## src/rtl/dm_port_arbiter.sv

```systemverilog
// Data-memory port arbiter: CPU (m0) and debug/DMA loader (m1) share one dm port.
// Round-robin by default; define DM_ARB_FIXED_PRIO_EN to give m0 fixed priority.
module dm_port_arbiter #(
  parameter int AW = 7,
  parameter int DW = 32
) (
  input  logic          clk,
  input  logic          reset,
  input  logic          m0_req,
  input  logic          m0_we,
  input  logic [AW-1:0] m0_addr,
  input  logic [DW-1:0] m0_wdata,
  input  logic [2:0]    m0_dmtype,
  output logic          m0_gnt,
  output logic          m0_rvalid,
  output logic [DW-1:0] m0_rdata,
  input  logic          m1_req,
  input  logic          m1_we,
  input  logic [AW-1:0] m1_addr,
  input  logic [DW-1:0] m1_wdata,
  input  logic [2:0]    m1_dmtype,
  output logic          m1_gnt,
  output logic          m1_rvalid,
  output logic [DW-1:0] m1_rdata,
  output logic          mem_we,
  output logic [AW-1:0] mem_addr,
  output logic [DW-1:0] mem_wdata,
  output logic [2:0]    mem_dmtype,
  input  logic [DW-1:0] mem_rdata,
  output logic          owner
);

  typedef enum logic [1:0] {
    IDLE   = 2'd0,
    ACCESS = 2'd1,
    RESP   = 2'd2
  } state_t;

  state_t        state;
  logic          last_owner;
  logic          hold_we;
  logic [AW-1:0] hold_addr;
  logic [DW-1:0] hold_wdata;
  logic [2:0]    hold_dmtype;

  logic accept;
  logic any_req;
  logic win;
  logic any_gnt;

  // Pick the winner and raise its grant at an accept point.
  always_comb begin
    accept  = !reset && (state != ACCESS);
    any_req = m0_req || m1_req;
`ifdef DM_ARB_FIXED_PRIO_EN
    win = m0_req ? 1'b0 : 1'b1;
`else
    if (m0_req && m1_req)
      win = ~last_owner;
    else
      win = m1_req;
`endif
    any_gnt = accept && any_req;
    m0_gnt  = any_gnt && !win;
    m1_gnt  = any_gnt && win;
  end

  // Memory side is driven straight from the holding registers;
  // only the write strobe is qualified by the ACCESS phase.
  always_comb begin
    mem_we     = (state == ACCESS) && hold_we && !reset;
    mem_addr   = hold_addr;
    mem_wdata  = hold_wdata;
    mem_dmtype = hold_dmtype;
    m0_rvalid  = (state == RESP) && !owner && !reset;
    m1_rvalid  = (state == RESP) && owner && !reset;
  end

  // Three-phase FSM: latch winner, access memory, respond.
  always_ff @(posedge clk) begin
    if (reset) begin
      state       <= IDLE;
      last_owner  <= 1'b1;
      owner       <= 1'b0;
      hold_we     <= 1'b0;
      hold_addr   <= '0;
      hold_wdata  <= '0;
      hold_dmtype <= '0;
      m0_rdata    <= '0;
      m1_rdata    <= '0;
    end else begin
      case (state)
        ACCESS: begin
          if (!hold_we) begin
            if (owner)
              m1_rdata <= mem_rdata;
            else
              m0_rdata <= mem_rdata;
          end
          state <= RESP;
        end
        default: begin
          if (any_gnt) begin
            state       <= ACCESS;
            owner       <= win;
            last_owner  <= win;
            hold_we     <= win ? m1_we : m0_we;
            hold_addr   <= win ? m1_addr : m0_addr;
            hold_wdata  <= win ? m1_wdata : m0_wdata;
            hold_dmtype <= win ? m1_dmtype : m0_dmtype;
          end else begin
            state <= IDLE;
          end
        end
      endcase
    end
  end

endmodule
```

## config.mk

```make
export PLATFORM = sky130hd
export DESIGN_NAME = dm_port_arbiter
export DESIGN_NICKNAME = d
export VERILOG_FILES = /design/src/rtl/dm_port_arbiter.sv
export SDC_FILE = /design/constraint.sdc
export NUM_CORES = 1
export LEC_CHECK = 0
export CORE_MARGIN = 2
export CORE_UTILIZATION = 42
export DETAILED_ROUTE_END_ITERATION = 8
export GPL_TIMING_DRIVEN = 0
export PLACE_DENSITY = 0.95
export SETUP_SLACK_MARGIN = 0.5
export SLEW_MARGIN = 15
export SYNTH_ARGS = -nofsm -noshare
export SYNTH_HDL_FRONTEND = slang
export SYNTH_SLANG_ARGS = --single-unit
```

## constraint.sdc

```tcl
create_clock -name clk -period 2.55 [get_ports clk]
set_input_delay 0.3825 -clock clk [delete_from_list [all_inputs] [get_ports clk]]
set_output_delay 0.3825 -clock clk [all_outputs]
set_load 0.02 [all_outputs]
```

; ---- After elaboration in Yosys (flattened, before gate mapping)
; Index checks and enable logic that the tools add are counted.
[word_totals]
ff_bits = 111
input_bits = 122
word_cells = 43
[classes]
n_eq_ne = 3
n_mux = 7
bitwise_logic = 4
n_reduce_logical = 19
[ops]
columns = cell, count
row1 = two-way mux 32 bit, 1
row2 = logical AND 1 bit, 11
row3 = two-way mux 7 bit, 1
row4 = AND reduction 3 bit, 2
row5 = NOT 1 bit, 4
row6 = logical NOT 1 bit, 3
row7 = two-way mux 1 bit, 3
row8 = two-way mux 3 bit, 1
row9 = "equality test 2 x 1 -> 1 bit, second input constant", 1
row10 = "equality test 2 bit, second input constant", 1
row11 = two-way mux 2 bit, 1
row12 = "inequality test 2 x 1 -> 1 bit, second input constant", 1
row13 = AND reduction 2 bit, 1
row14 = OR reduction 2 bit, 1
row15 = logical OR 1 bit, 1

; ---- Depth between registers and ports, before layout
; Gate-level depths: netlist (run 1).
[depth]
ltp_word = 5
mapped_depth = 6
ltp_nobuf = 3

; ---- Least setup slack after synthesis (run 1)
; OpenSTA, ideal clock, no wires.
[synth_path]
kind = input-to-output
startpoint = input port reset
endpoint = output port m0_gnt
arrival_ps = 1691
path_slack_ps = 477
stages = 4
n_path_buf = 3
path_cell_list = clkbuf_1 -> buf_2 -> buf_2 -> nor4b_1
[synth_via]
elab_chain_cells = 4
[synth_lines]
columns = item, line
row1 = start: declaration, 8  ; input logic reset,
row2 = logical NOT 1 bit, 53  ; accept = !reset && (state != ACCESS);
row3 = logical AND 1 bit, 53
row4 = logical AND 1 bit, 63  ; any_gnt = accept && any_req;
row5 = logical AND 1 bit, 64  ; m0_gnt = any_gnt && !win;
row6 = end: declaration, 14  ; output logic m0_gnt,
; No other way between the ends.

; ---- Worst setup path after layout (run 1)
[layout_path]
startpoint = register state[0]
endpoint = output port mem_we
[layout_via]
elab_chain_cells = 3
[layout_lines]
columns = item, line
row1 = start: declaration, 39  ; state_t state;
row2 = start signal: assignment, 82  ; state <= IDLE;
row3 = start signal: assignment, 100  ; state <= RESP;
row4 = start signal: assignment, 104  ; state <= ACCESS;
row5 = equality test 2 x 1 -> 1 bit, 71  ; mem_we = (state == ACCESS) && hold_we && !reset;
row6 = logical AND 1 bit (2 in series), 71
row7 = end: declaration, 25  ; output logic mem_we,
; No other way between the ends.

==> summary.md, run 1 <==
| Metric | Value |
|---|---|
| First-pass GRT wire length | `23.10 mm` |
| Routability cong. | `0.8402` |
| GRT Overall Usage | `25.61%` |
| Largest net degree at the start of global routing | `20` |
| Clock Latency Late Sink | `0.36 ns` |
| Final std cell area, no fill | `7039 sq um` |
| Io pins | `234` |
| Post-synth EDFFs | `0` |
| Setup violators final | `0` |
| CTS tree | `yes` |
| Via density | `5.485` |
| Most common cell in the synthesized netlist | `nand2_1` |
| Antenna cells | `0` |
| Syn Inst Count | `503` |
| Die width | `105.1 microns` |
| Synth Warn # | `0` |
| Flops & latches, synth | `111` |
| Pint | `2.790 mW` |
| Asr flop ratio synth | `0%` |
| Combinational power share | `23.4%` |
| Routed vias | `4860` |
| Total wire length | `14.72 mm` |
| HPWL Detailed | `11.33 mm` |
| Lkg Pwr | `2.543 nW` |
| Initial antenna violation count | `0` |
| Power share of the sequential group | `48.9%` |
| Synthesized area | `4294 sq um` |
| Layout fillers | `738` |
| Clock sink count | `111` |
| Fin nets | `870` |
| Syn-to-layout area delta | `63.93%` |
| Clock Skew | `0.01167 ns` |
| Ratio of cells with drive above 1 in the final layout | `6.773%` |
| Max VDD drop | `0.3539 mV` |
| Slew headroom | `64.27%` |
| Final period utilization | `79.46%` |
| Die area | `11050 sq um` |
| Commonest cells in the netlist | `171 x nand2_1, 111 x dfxtp_1, 64 x a21oi_1` |
| Initial DRC Count | `230` |
| Clock Path Buffers | `2` |
| Outcome | `finished, final reports clean` |
| Grt ovf | `0` |
| Worst path cell trace | `nor2b_4 > buf_6 > buf_6 > nor2b_2 > and2_1 > buf_2` |
| Post-synth cell types | `23` |
| RSZ-0062 raised after global routing | `true` |
| CP bufs+invs | `3` |
| CP Max Fanout | `10` |
| Pre-CTS WS | `-0.3269 ns` |
| Number of I/O port buffers | `231` |
| Primary FF master, synth | `dfxtp_1` |
| Worst path max stage delay | `0.39 ns` |
| Top cell type's share of synthesized area | `51.75%` |
| CTS buffer count | `9` |
| Core footprint | `9864 sq um` |
| Seq/Total Area, Yosys | `51.75%` |
| Hold WS | `0.4135 ns` |
| Largest delay share family, worst path | `buffers and inverters` |
| NetSw | `1.140 mW` |
| Post-Syn Area per Cell | `8.537 sq um` |
| Area post-placement | `6779 sq um` |
| Initial Util | `43.53%` |
| Crit path max-delay cell type | `dfxtp_4` |
| Clock transition at path regs | `0.10 ns` |
| Biggest area consumer among synthesized cells | `dfxtp_1` |
| Clock power share | `27.7%` |
| Most frequent CP cell | `buf_6` |
| Tmin final | `2.026 ns` |
| Endpoints failing hold | `0` |
| Max-slew violations | `0` |
| Syn_nets | `625` |
| WL/cell | `16.61 microns` |
| Net Sw Frac | `29.01%` |
| CTS Root Cell | `clkbuf_8` |
| Fmax | `0.4935 GHz` |
| # hold bufs at CTS | `0` |
| Kind of critical path | `register to output pin` |
| R2r setup slk | `0.70 ns` |
| Htree depth | `3` |
| Worst-Margin Slew | `0.5346 ns` |
| Pwr dens | `558.3 nW/um^2` |
| Dpl cells | `867` |
| Vias in the first global route | `4761` |
| First-pass DRT Iterations | `5` |
| # DRC | `0` |
| Die Height | `105.1 microns` |
| CP Capture Type | `output pin` |
| Fin cells | `886` |
| Worst Setup Slack, final | `0.5237 ns` |
| Top cells by area, synth | `dfxtp_1 52%, nand2_1 15%, a221o_1 10%` |
| Utilization after layout | `71.36%` |
| Req. time, crit path | `2.17 ns` |
| CP Launch Type | `register` |
| Antenna-violating nets left | `0` |
| Num rows | `36` |
| Critical Path AT | `1.64 ns` |
| Maxcap violations | `0` |
| Hold crit path type | `input pin to register` |
tightest hold or removal path: stages:
cell	delay, ns
dlymetal6s2s_1	0.13
nor2_1	0.09
nor3_1	0.12
layout make-up:
type	instances	area (sq um)	area share, %
inverters	1	3.754	0.05332
multi-input cells	339	1846	26.22
plain buffers	52	274.0	3.893
flip-flops and latches	111	2227	31.64
clock buffers	9	123.9	1.760
clock inverters	7	77.57	1.102
well taps	133	166.4	2.364
repair buffers	234	2321	32.97
layout by cell type, fill, tap and decap left out, types with 2 or more instances in the layout:
master	netlist	layout
a21oi_1	64	64
a221o_1	43	43
buf_2	11	10
buf_4	0	5
buf_6	4	6
clkbuf_1	37	33
clkbuf_2	0	3
clkbuf_8	0	11
clkdlybuf4s50_1	0	225
dfxtp_1	111	109
inv_6	0	3
nand2_1	171	171
nor4_1	43	43
nor4b_2	1	2
nor4bb_1	2	2
routing by layer:
metal | wire, microns | up-vias | part of all wire (%) | global-route usage [%]
met1 | 5662 | 2297 | 38 | 28.53
met4 | 449 | 0 | 3.1 | 11.33
met5 | 0 | - | 0 | 0
met2 | 7541 | 251 | 51 | 46.15
li1 | - | 2272 | - | -
met3 | 1065 | 40 | 7.2 | 5.989
state kept, by name, summed over array words and instances (netlist names):
name and flops:
m1_rdata 32, last_owner 1, hold_we 1, mem_addr 7, mem_wdata 32, state 2, mem_dmtype 3, owner 1
m0_rdata 32
path summary, 6_finish.rpt:
path / startpoint / end / cells after the start
min reg2reg: m1_rdata[3] / m1_rdata[3] / 2
max reg2reg: hold_we / m0_rdata[24] / 5
max: state[0] / mem_we / 6
min: m1_req / state[0] / 3
power groups by stage:
stage / logic, mW / registers, mW / clock network (mW)
after global routing: 0.976 / 1.93 / 1.17
after global placement: 0.881 / 1.95 / 0
after floorplan: 0.278 / 2.07 / 0
after CTS: 0.916 / 1.92 / 1.11
final: 0.920 / 1.92 / 1.09
after detailed placement: 0.904 / 1.96 / 0
metrics by stage:
| stage | TNS (ns) | total power, mW |
|---|---|---|
| floorplan | 0 | 2.352 |
| global placement | -0.6136 | 2.830 |
| detailed placement | -0.7358 | 2.859 |
| CTS | 0 | 3.942 |
| global route | 0 | 4.079 |
| finish | 0 | 3.930 |
cell families after synthesis:
kind of cell    Yosys count  share of synthesized area [%]
simple gates            228                          23.86
flops                   111                          51.75
compound gates          111                          18.74
buf+inv                  53                          5.652
what timing repair did:
item,4_1_cts,5_1_grt
gates cloned,0,0
setup buffers,3,0
resized for setup,29,10
pin swaps,1,1
setup endpoints to repair,5,4
Power figures use the tool's default switching activity.
==> inputs of run 2 (changes only) <==
Settings changed: CORE_UTILIZATION 42 to 39, PLACE_DENSITY 0.95 to 0.91.
Clock period 2.55 ns to 1.9 ns, I/O delays scaled along.
==> summary.md, run 2 (synthesized netlist as in run 1, its figures left out) <==
| Metric | Value |
|---|---|
| Layout fillers | `807 (+9.3%)` |
| Ratio of cells with drive above 1 in the final layout | `17.83% (+11 points)` |
| Hold WS | `0.3072 ns (-0.1063 ns)` |
| CP Capture Type | `output pin` |
| Clock transition at path regs | `0.11 ns (about the same)` |
| Final std cell area, no fill | `7595 sq um (+7.9%)` |
| Grt met3 use | `6.097% (+0.11 points)` |
| Initial DRC Count | `274 (+19%)` |
| Total wire length | `15.83 mm (+7.5%)` |
| Utilization after layout | `70.37% (-0.99 points)` |
| # hold bufs at CTS | `0 (unchanged)` |
| CTS tree | `yes` |
| Worst Setup Slack, final | `0.09408 ns (-0.4296 ns)` |
| Lkg Pwr | `3.241 nW (+27%)` |
| Io pins | `234 (unchanged)` |
| Endpoints failing hold | `0 (unchanged)` |
| Pwr dens | `701.6 nW/um^2 (+26%)` |
| Maxcap violations | `0 (unchanged)` |
| Max-slew violations | `0 (unchanged)` |
| Core footprint | `10790 sq um (+9.4%)` |
| Met2 track demand over resource | `46.18% (about the same)` |
| Final period utilization | `95.05%` |
| Worst-Margin Slew | `0.5396 ns (+0.004986 ns)` |
| Req. time, crit path | `1.62 ns (-0.55 ns)` |
| Sequential cell area | `2236 sq um (+0.39%)` |
| Antenna cells | `0 (unchanged)` |
| Grt ovf | `0 (unchanged)` |
| Htree depth | `3 (unchanged)` |
| Critical Path AT | `1.52 ns (-0.12 ns)` |
| CTS buffer count | `9 (unchanged)` |
| Fmax | `0.5537 GHz` |
| Slew headroom | `64.03% (-0.24 points)` |
| GRT Overall Usage | `24.88% (-0.73 points)` |
| Tmin final | `1.806 ns` |
| Antenna-violating nets left | `0 (unchanged)` |
| Global route hottest layer | `met2` |
| First-pass GRT wire length | `23.29 mm (+0.81%)` |
| Setup violators final | `0 (unchanged)` |
| Clock Path Buffers | `2 (unchanged)` |
| Kind of critical path | `register to output pin` |
| Die area | `11870 sq um (+7.4%)` |
| CTS Root Cell | `clkbuf_8` |
| Outcome | `finished, final reports clean` |
| Max VDD drop | `0.5013 mV (+42%)` |
| Syn-to-layout area delta | `76.86%` |
| # DRC | `0 (unchanged)` |
| Pre-CTS WS | `-0.7694 ns (-0.4425 ns)` |
| Most common cell after layout, fill and taps aside | `nand2_1` |
| Clock sink count | `111 (unchanged)` |
| Largest net degree at the start of global routing | `20 (unchanged)` |
| WL/cell | `17.32 microns (+4.2%)` |
| CP Max Fanout | `4 (-6)` |
| Clock Skew | `0.01503 ns (+0.003351 ns)` |
| Multi-input logic area | `2054 sq um (+11%)` |
| Initial antenna violation count | `0 (unchanged)` |
| Number of I/O port buffers | `231 (unchanged)` |
| Hold crit path type | `input pin to register` |
| Routed vias | `4900 (+0.82%)` |
| First-pass DRT Iterations | `4 (-1)` |
| Vias in the first global route | `4928 (+3.5%)` |
| Routability cong. | `0.8815 (+4.9%)` |
| Commonest cells after routing, fill and taps aside | `150 x nand2_1, 118 x clkdlybuf4s50_1, 106 x dfxtp_1` |
| Area post-placement | `6908 sq um (+1.9%)` |
| Setup TNS | `0 ns (unchanged)` |
| Die Height | `108.9 microns (+3.6%)` |
| Num rows | `38 (+5.6%)` |
| Die width | `108.9 microns (+3.6%)` |
| Fin nets | `891 (+2.4%)` |
| Via density | `5.361 (-2.3%)` |
| Initial Util | `39.79% (-3.7 points)` |
| Clock Latency Late Sink | `0.36 ns (about the same)` |
| RSZ-0062 raised after global routing | `true` |
| HPWL Detailed | `11.36 mm (+0.24%)` |
| CP Launch Type | `register` |
| Met1 Use GR | `26.61% (-1.9 points)` |
## run 2: changes by cell type in the layout (fill, tap and decap cells not counted), sizes merged
cell | previous run | this run
clkdlybuf4s50 | 225 | 118
clkinvlp | 1 | 0
clkdlybuf4s15 | 0 | 18
dlygate4sd2 | 1 | 86
clkbuf | 47 | 49
buf | 21 | 45
bufinv | 1 | 0
bufbuf | 0 | 1
## run 2: power by group
part,switching [mW],total [mW],internal [mW]
sequential,0.102,2.58,2.48
combinational,0.659,1.35,0.693
clock,0.852,1.40,0.544
## run 2: per-stage QoR
| stage | cells | power [mW] |
|---|---|---|
| final | 914 | 5.328 |
| after floorplan | 503 | 3.194 |
| after global routing | 914 | 5.537 |
| after global placement | 874 | 3.841 |
| after CTS | 906 | 5.228 |
| after detailed placement | 874 | 3.872 |
## run 2: area by class of cell
type	instances	share of cell area, %
Multi-Input combinational cell	339	27.05
Timing Repair Buffer	255	32.77
Clock inverter	5	0.6425
Clock buffer	11	1.862
Tap cell	140	2.306
Buffer	52	5.881
Sequential cell	111	29.44
Inverter	1	0.04942
## run 2: worst paths after layout
| path | from | end | slack (ns) | cells after the start |
|---|---|---|---|---|
| min | m0_req | state[0] | 0.31 | 3 |
| min reg2reg | m0_rdata[29] | m0_rdata[29] | 0.46 | 2 |
| max | state[0] | m1_gnt | 0.09 | 5 |
| max reg2reg | state[0] | mem_wdata[0] | 0.23 | 6 |
## run 2: timing repair
item	in CTS	in global routing
resized for setup	187	94
cloned	3	5
pin swaps	3	1
endpoints found under the setup margin	217	134
setup buffers	13	3
## run 2: per-layer routing
metal	wire [microns]	up-vias
li1	-	2319
met1	5793	2309
met2	8406	235
met3	1216	37
met4	413	0
met5	0	-
## run 2: worst max-delay path: stages (launching register included)
cell and delay (ns):
dfxtp_4 0.37, nor2b_4 0.13, buf_4 0.15, a2111oi_4 0.25, buf_6 0.16, buf_6 0.11
